--- config.mk ---
export PLATFORM = sky130hd
export DESIGN_NAME = m_unit_arbiter_flat
export DESIGN_NICKNAME = d
export VERILOG_FILES = /design/src/rtl/m_unit_arbiter_pkg.sv /design/src/rtl/m_unit_arbiter_if.sv /design/src/rtl/m_unit_arbiter_rr_arbiter.sv /design/src/rtl/m_unit_arbiter.sv /design/src/flat_wrapper.sv
export SDC_FILE = /design/constraint.sdc
export NUM_CORES = 1
export LEC_CHECK = 0
export CORE_AREA = 2 2 143 145
export DETAILED_ROUTE_END_ITERATION = 8
export DIE_AREA = 0 0 145 147
export HOLD_SLACK_MARGIN = 0.15
export PLACE_DENSITY = 0.73
export SYNTH_ARGS = -nofsm -noshare
export SYNTH_HDL_FRONTEND = slang
export SYNTH_SLANG_ARGS = --single-unit
--- constraint.sdc ---
create_clock -name clk -period 7.2 [get_ports clk]
set_clock_uncertainty 0.1 [all_clocks]
set_input_delay 1.44 -clock clk [delete_from_list [all_inputs] [get_ports clk]]
set_output_delay 1.44 -clock clk [all_outputs]
set_load 0.1 [all_outputs]
--- src/rtl/m_unit_arbiter_pkg.sv ---
// Shared definitions for the M-unit arbiter: FSM state type, defaults and
// the RV32M instruction decode helpers.
package m_unit_arbiter_pkg;

  typedef enum logic [1:0] {
    IDLE  = 2'd0,
    ISSUE = 2'd1,
    WAIT  = 2'd2,
    RESP  = 2'd3
  } arb_state_e;

  localparam int ARB_TIMEOUT = 64;

  localparam logic [6:0] OPCODE = 7'b0110011;
  localparam logic [6:0] FUNC7  = 7'b0000001;

  function automatic logic [6:0] get_ir_opcode(input logic [31:0] ir);
    return ir[6:0];
  endfunction

  function automatic logic [6:0] get_ir_func7(input logic [31:0] ir);
    return ir[31:25];
  endfunction

  function automatic logic is_m_insn(input logic [31:0] ir);
    return (get_ir_opcode(ir) == OPCODE) && (get_ir_func7(ir) == FUNC7);
  endfunction

endpackage

--- src/rtl/m_unit_arbiter_if.sv ---
// Requester-side PCPI bundle (vectored per requester) and the single PCPI
// link to the shared M unit.
interface m_unit_arbiter_req_if #(
  parameter int NUM_REQ = 2
);
  logic [NUM_REQ-1:0]       req_valid;
  logic [NUM_REQ-1:0][31:0] req_insn;
  logic [NUM_REQ-1:0][31:0] req_rs1;
  logic [NUM_REQ-1:0][31:0] req_rs2;
  logic [NUM_REQ-1:0]       req_ready;
  logic [NUM_REQ-1:0]       req_wr;
  logic [31:0]              req_rd;
  logic [NUM_REQ-1:0]       req_busy;

  modport master (
    output req_valid, req_insn, req_rs1, req_rs2,
    input  req_ready, req_wr, req_rd, req_busy
  );

  modport slave (
    input  req_valid, req_insn, req_rs1, req_rs2,
    output req_ready, req_wr, req_rd, req_busy
  );
endinterface

interface m_unit_arbiter_pcpi_if;
  logic        m_valid;
  logic [31:0] m_insn;
  logic [31:0] m_rs1;
  logic [31:0] m_rs2;
  logic        m_ready;
  logic        m_wr;
  logic [31:0] m_rd;
  logic        m_busy;

  modport master (
    output m_valid, m_insn, m_rs1, m_rs2,
    input  m_ready, m_wr, m_rd, m_busy
  );

  modport slave (
    input  m_valid, m_insn, m_rs1, m_rs2,
    output m_ready, m_wr, m_rd, m_busy
  );
endinterface

--- src/rtl/m_unit_arbiter_rr_arbiter.sv ---
// Combinational round-robin picker: search starts one past last_grant and
// wraps, returning both a one-hot grant and its index.
module rr_arbiter #(
  parameter int NUM_REQ = 2
) (
  input  logic [NUM_REQ-1:0]         req,
  input  logic [$clog2(NUM_REQ)-1:0] last_grant,
  output logic [NUM_REQ-1:0]         grant,
  output logic [$clog2(NUM_REQ)-1:0] grant_idx
);

  localparam int IDX_W = $clog2(NUM_REQ);

  int               idx;
  logic [IDX_W-1:0] idx_sel;
  logic             found;

  always_comb begin
    grant     = '0;
    grant_idx = '0;
    found     = 1'b0;
    idx       = 0;
    idx_sel   = '0;
    for (int off = 1; off <= NUM_REQ; off++) begin
      idx     = (int'(last_grant) + off) % NUM_REQ;
      idx_sel = IDX_W'(idx);
      if (!found && req[idx_sel]) begin
        found          = 1'b1;
        grant[idx_sel] = 1'b1;
        grant_idx      = idx_sel;
      end
    end
  end

endmodule

--- src/rtl/m_unit_arbiter.sv ---
// Shares one PCPI M-extension unit among NUM_REQ requesters, one
// instruction at a time, with round-robin fairness and a hang timeout.
module m_unit_arbiter
  import m_unit_arbiter_pkg::*;
#(
  parameter int NUM_REQ = 2,
  parameter int TIMEOUT = ARB_TIMEOUT
) (
  input  logic                         clk,
  input  logic                         resetn,
  m_unit_arbiter_req_if.slave          req_if,
  m_unit_arbiter_pcpi_if.master        m_if,
  output logic                         timeout_err
);

  localparam int IDX_W = $clog2(NUM_REQ);
  localparam int CNT_W = $clog2(TIMEOUT);
  localparam logic [CNT_W-1:0] CNT_LAST = CNT_W'(TIMEOUT - 1);

  arb_state_e       state_q, state_d;
  logic [IDX_W-1:0] grant_q, grant_d;
  logic [IDX_W-1:0] last_q, last_d;
  logic [NUM_REQ-1:0] mask_q, mask_d;
  logic [31:0]      insn_q, insn_d;
  logic [31:0]      rs1_q, rs1_d;
  logic [31:0]      rs2_q, rs2_d;
  logic [31:0]      rd_q, rd_d;
  logic             wr_q, wr_d;
  logic             to_q, to_d;
  logic [CNT_W-1:0] cnt_q, cnt_d;

  logic [NUM_REQ-1:0]       elig;
  logic [NUM_REQ-1:0]       rr_grant;
  logic [IDX_W-1:0]         rr_idx;
  logic [NUM_REQ-1:0][31:0] insn_and, rs1_and, rs2_and;
  logic [31:0]              sel_insn, sel_rs1, sel_rs2;

  // The M unit's own busy flag carries no information we act on.
  logic unused_m_busy;
  assign unused_m_busy = m_if.m_busy;

  for (genvar gi = 0; gi < NUM_REQ; gi++) begin : g_req
    assign elig[gi]     = req_if.req_valid[gi] && is_m_insn(req_if.req_insn[gi]) && !mask_q[gi];
    assign insn_and[gi] = req_if.req_insn[gi] & {32{rr_grant[gi]}};
    assign rs1_and[gi]  = req_if.req_rs1[gi]  & {32{rr_grant[gi]}};
    assign rs2_and[gi]  = req_if.req_rs2[gi]  & {32{rr_grant[gi]}};

    assign req_if.req_ready[gi] = (state_q == RESP) && (grant_q == IDX_W'(gi));
    assign req_if.req_wr[gi]    = (state_q == RESP) && (grant_q == IDX_W'(gi)) && wr_q;
    assign req_if.req_busy[gi]  = ((state_q == ISSUE) || (state_q == WAIT)) && (grant_q == IDX_W'(gi));
  end

  rr_arbiter #(
    .NUM_REQ (NUM_REQ)
  ) u_rr (
    .req        (elig),
    .last_grant (last_q),
    .grant      (rr_grant),
    .grant_idx  (rr_idx)
  );

  // One-hot AND-OR select of the winning requester's operands.
  always_comb begin
    sel_insn = '0;
    sel_rs1  = '0;
    sel_rs2  = '0;
    for (int i = 0; i < NUM_REQ; i++) begin
      sel_insn = sel_insn | insn_and[i];
      sel_rs1  = sel_rs1  | rs1_and[i];
      sel_rs2  = sel_rs2  | rs2_and[i];
    end
  end

  always_comb begin
    state_d = state_q;
    grant_d = grant_q;
    last_d  = last_q;
    mask_d  = '0;
    insn_d  = insn_q;
    rs1_d   = rs1_q;
    rs2_d   = rs2_q;
    rd_d    = rd_q;
    wr_d    = wr_q;
    to_d    = to_q;
    cnt_d   = cnt_q;
    case (state_q)
      IDLE: begin
        if (|elig) begin
          grant_d = rr_idx;
          insn_d  = sel_insn;
          rs1_d   = sel_rs1;
          rs2_d   = sel_rs2;
          state_d = ISSUE;
        end
      end
      ISSUE: begin
        cnt_d   = '0;
        state_d = WAIT;
      end
      WAIT: begin
        if (m_if.m_ready) begin
          rd_d    = m_if.m_rd;
          wr_d    = m_if.m_wr;
          to_d    = 1'b0;
          state_d = RESP;
        end else if (cnt_q == CNT_LAST) begin
          // Abandon the hung op; the owner still gets a no-write completion.
          rd_d    = '0;
          wr_d    = 1'b0;
          to_d    = 1'b1;
          state_d = RESP;
        end else begin
          cnt_d = cnt_q + 1'b1;
        end
      end
      RESP: begin
        last_d          = grant_q;
        mask_d[grant_q] = 1'b1;
        to_d            = 1'b0;
        state_d         = IDLE;
      end
      default: state_d = IDLE;
    endcase
  end

  always_ff @(posedge clk or posedge resetn) begin
    if (resetn) begin
      state_q <= IDLE;
      grant_q <= '0;
      last_q  <= IDX_W'(NUM_REQ - 1);
      mask_q  <= '0;
      insn_q  <= '0;
      rs1_q   <= '0;
      rs2_q   <= '0;
      rd_q    <= '0;
      wr_q    <= 1'b0;
      to_q    <= 1'b0;
      cnt_q   <= '0;
    end else begin
      state_q <= state_d;
      grant_q <= grant_d;
      last_q  <= last_d;
      mask_q  <= mask_d;
      insn_q  <= insn_d;
      rs1_q   <= rs1_d;
      rs2_q   <= rs2_d;
      rd_q    <= rd_d;
      wr_q    <= wr_d;
      to_q    <= to_d;
      cnt_q   <= cnt_d;
    end
  end

  // Holding registers feed the M unit directly so operands stay put for
  // its completion-time sign fix-up.
  assign m_if.m_valid  = (state_q == ISSUE);
  assign m_if.m_insn   = insn_q;
  assign m_if.m_rs1    = rs1_q;
  assign m_if.m_rs2    = rs2_q;
  assign req_if.req_rd = (state_q == RESP) ? rd_q : '0;
  assign timeout_err   = (state_q == RESP) && to_q;

endmodule

--- src/flat_wrapper.sv ---
// flat-port wrapper written by rule: the top's interface ports become plain ports
module m_unit_arbiter_flat import m_unit_arbiter_pkg::*;
#(
  parameter int NUM_REQ = 2,
  parameter int TIMEOUT = ARB_TIMEOUT
)
  (clk, resetn, timeout_err, req_if_req_valid, req_if_req_insn, req_if_req_rs1, req_if_req_rs2, req_if_req_ready, req_if_req_wr, req_if_req_rd, req_if_req_busy, m_if_m_valid, m_if_m_insn, m_if_m_rs1, m_if_m_rs2, m_if_m_ready, m_if_m_wr, m_if_m_rd, m_if_m_busy);
  m_unit_arbiter_req_if #(.NUM_REQ(NUM_REQ)) req_if_i ();
  m_unit_arbiter_pcpi_if m_if_i ();
  input  logic clk;
  input  logic resetn;
  output logic timeout_err;
  input wire logic [$bits(req_if_i.req_valid)-1:0] req_if_req_valid;
  input wire logic [$bits(req_if_i.req_insn)-1:0] req_if_req_insn;
  input wire logic [$bits(req_if_i.req_rs1)-1:0] req_if_req_rs1;
  input wire logic [$bits(req_if_i.req_rs2)-1:0] req_if_req_rs2;
  output wire logic [$bits(req_if_i.req_ready)-1:0] req_if_req_ready;
  output wire logic [$bits(req_if_i.req_wr)-1:0] req_if_req_wr;
  output wire logic [$bits(req_if_i.req_rd)-1:0] req_if_req_rd;
  output wire logic [$bits(req_if_i.req_busy)-1:0] req_if_req_busy;
  output wire logic [$bits(m_if_i.m_valid)-1:0] m_if_m_valid;
  output wire logic [$bits(m_if_i.m_insn)-1:0] m_if_m_insn;
  output wire logic [$bits(m_if_i.m_rs1)-1:0] m_if_m_rs1;
  output wire logic [$bits(m_if_i.m_rs2)-1:0] m_if_m_rs2;
  input wire logic [$bits(m_if_i.m_ready)-1:0] m_if_m_ready;
  input wire logic [$bits(m_if_i.m_wr)-1:0] m_if_m_wr;
  input wire logic [$bits(m_if_i.m_rd)-1:0] m_if_m_rd;
  input wire logic [$bits(m_if_i.m_busy)-1:0] m_if_m_busy;
  assign req_if_i.req_valid = req_if_req_valid;
  assign req_if_i.req_insn = req_if_req_insn;
  assign req_if_i.req_rs1 = req_if_req_rs1;
  assign req_if_i.req_rs2 = req_if_req_rs2;
  assign req_if_req_ready = req_if_i.req_ready;
  assign req_if_req_wr = req_if_i.req_wr;
  assign req_if_req_rd = req_if_i.req_rd;
  assign req_if_req_busy = req_if_i.req_busy;
  assign m_if_m_valid = m_if_i.m_valid;
  assign m_if_m_insn = m_if_i.m_insn;
  assign m_if_m_rs1 = m_if_i.m_rs1;
  assign m_if_m_rs2 = m_if_i.m_rs2;
  assign m_if_i.m_ready = m_if_m_ready;
  assign m_if_i.m_wr = m_if_m_wr;
  assign m_if_i.m_rd = m_if_m_rd;
  assign m_if_i.m_busy = m_if_m_busy;
  m_unit_arbiter #(.NUM_REQ(NUM_REQ), .TIMEOUT(TIMEOUT)) u_core (.clk(clk), .resetn(resetn), .req_if(req_if_i), .m_if(m_if_i), .timeout_err(timeout_err));
endmodule
==> metrics.cfg <==
[placed_design]
gp_congestion=0.811
hpwl_um=15000
dpl-instance-area_um2=10200
dp.cells=1261
io_buffers=365
place_ws_ns=2.62

[synthesis]
synth_top_cell_by_area=dfrtp_1
synth_edf_count=0
synth_common_cells=168 x nand2_1, 141 x dfrtp_1, 84 x nor2_1, 82 x a31oi_1, 46 x and2_1
synth_top_area_share=0.550
syn_area_per_cell_um2=9.63
yosysWarnings=0
synth_seq_cells=142
ys_types=36
synthArstFlopShare=1.00
synth_seq_area_share=0.554
syn_area_um2=6420
synth_flop_cell=dfrtp_1
synthTopCellsByArea=dfrtp_1 55%, nand2_1 9.8%, a31oi_1 8.0%
syn_nets=902
synthCells=666
synth_most_common_cell=nand2_1

[floorplanning]
dieArea_um2=21300
core_area_um2=19800
fp.dieW_um=145
num_rows=52
die_height_um=147
io_pins=367
initial_core_util=0.323

[pwr]
swShare=0.345
power_frac_clock=0.346
seqPwrFrac=0.339
ir_drop_mv=0.162
p_int_w=0.00185
p_per_area_nw_per_um2=261
p_leak_nw=4.60
p_sw_w=0.000976
p_comb_frac=0.315

[timing]
rsz0062_at_grt=no
setup_slack_ns=2.21
finalSetupViolCount=0
finalHoldViolations=0
finalSetupTns_ns=0
tightest_slew_ns=1.07
period_share=0.693
slew_headroom=0.281
slew_violations=0
max_freq_mhz=200
post-route-min-period_ns=4.99
whs_ns=0.367

[global_route]
grt_pass1_vias=5957
grt_pass1_wl_um=32800
grt_overflow=0
grt_start_max_net_pins=87
track_usage=0.194
grt_antenna_before_repair=1

[critical_path]
cp-start-kind=flop
crit_fanout=36
crit_type=reg -> out
worstPathRequired_ns=5.66
cp.arrival_ns=3.45
cp-end-kind=output pin

[cells_and_area]
final_area_um2=10800
fin_cells=1294
fillCellCount=1737
regArea_um2=3550
multi_input_area_um2=2510
layout.nets=1246
drive_gt1_frac=0.0528
area_growth_pct=68.5

[clock_network]
clk_latency_ns=0.41
cts_buffers=17
cts.path.max_buffers=2
root_buffer=clkbuf_16
path_clk_slew_ns=0.06
cts_sinks=142
cts-htree-levels=4
cts_tree=done
cts_hold_buf=0
cts_resized=0
cts_setup_buffers=0

[detailed_routing]
via_count=6022
first_iter_violations=319
firstDrtPassIters=5
routed_wirelength_um=21100
ant_nets=0
drc=0
vias_per_cell=4.65
wl_per_cell_um=16.3

[min_path]
hp-class=reg -> reg

[run]
cap_viol_max_count=0

[outcome]
outcome=finished clean

[placed cells by master (no fill, tap or decap), types with 3 or more instances in the layout]
master,netlist,final
clkdlybuf4s50_1,0,365
nand2_1,168,168
dfrtp_1,141,141
nor2_1,84,84
a31oi_1,82,82
and2_1,46,46
a22o_1,33,33
clkbuf_16,0,17
inv_1,10,9
buf_4,6,8
nand2b_1,6,6
o21ai_0,5,5
ha_1,5,5
bufinv_16,0,5
nor4b_2,4,4
and4bb_2,4,4
inv_6,0,4
nand3_1,3,3
nand4_1,3,3
clkinv_2,0,3
[cells by family after synthesis]
family | count (synthesis) | share of synthesized area
simple gates | 326 | 0.230
flops | 142 | 0.554
compound gates | 134 | 0.147
buf+inv | 58 | 0.0573
fa+ha+maj | 5 | 0.00975
xor+xnor | 1 | 0.00137
[worst max-delay path: stages, from the launching register on]
cell,delay (ns)
dfrtp_1,0.39
ha_1,0.87
inv_1,0.19
nor2_1,0.27
and2_1,0.17
clkdlybuf4s50_1,1.14
[flip-flops by register name, indices dropped and copies added (netlist names)]
name / count
u_core.grant_q: 1
u_core.to_q: 1
u_core.rd_q: 32
u_core.m_if.m_rs2: 32
u_core.cnt_q: 6
u_core.wr_q: 1
u_core.m_if.m_insn: 32
u_core.mask_q: 2
u_core.m_if.m_rs1: 32
u_core.last_q: 1
u_core.state_q: 2
[area by class of cell]
cell class,instances,share of cell area
flip-flops and latches,142,0.329
clock buffers,19,0.0410
well taps,270,0.0312
clock inverters,13,0.0193
inverters,10,0.00393
repair buffers,373,0.343
multi-input cells,466,0.232
diodes,1,0.000231
[power groups by stage]
stage	combinational [W]	clock, W	sequential (W)
2_1_floorplan	0.000597	0	0.000967
3_3_place_gp	0.000881	0	0.000967
3_5_place_dp	0.000891	0	0.000970
4_1_cts	0.000897	0.00100	0.000957
5_1_grt	0.000937	0.00104	0.000972
6_report	0.000889	0.000978	0.000959
[metrics by stage]
step	util	power, W
after detailed placement	0.512	0.00186
after global placement	0.512	0.00185
after CTS	0.545	0.00286
final	0.545	0.00283
after floorplan	-	0.00156
after global routing	0.545	0.00295
[path summary, 6_finish.rpt]
kind	cells after the start	to	start	slack (ns)
min in group asynchronous	2	u_core.rd_q[29]$_DFFE_PP0P_	resetn	1.45
max in group asynchronous	3	u_core.state_q[0]$_DFFE_PP0P_	resetn	4.24
worst min register to register	1	u_core.m_if.m_insn[5]$_DFFE_PP0P_	u_core.m_if.m_insn[5]$_DFFE_PP0P_	0.37
worst max register to register	7	u_core.m_if.m_rs1[13]$_DFFE_PP0P_	u_core.mask_q[0]$_DFF_PP0_	4.43
worst max-delay path	5	req_if_req_wr[0]	u_core.state_q[0]$_DFFE_PP0P_	2.21
worst min-delay path	1	u_core.m_if.m_insn[5]$_DFFE_PP0P_	u_core.m_if.m_insn[5]$_DFFE_PP0P_	0.37
[per-layer routing]
metal	vias up	routed length (um)	GRT usage
met5	-	0	0
met4	0	565	0.0649
met3	35	1280	0.0602
met1	2841	8950	0.242
li1	2955	-	-
met2	191	10300	0.320
Note: power is estimated with default switching activity, not from simulation.
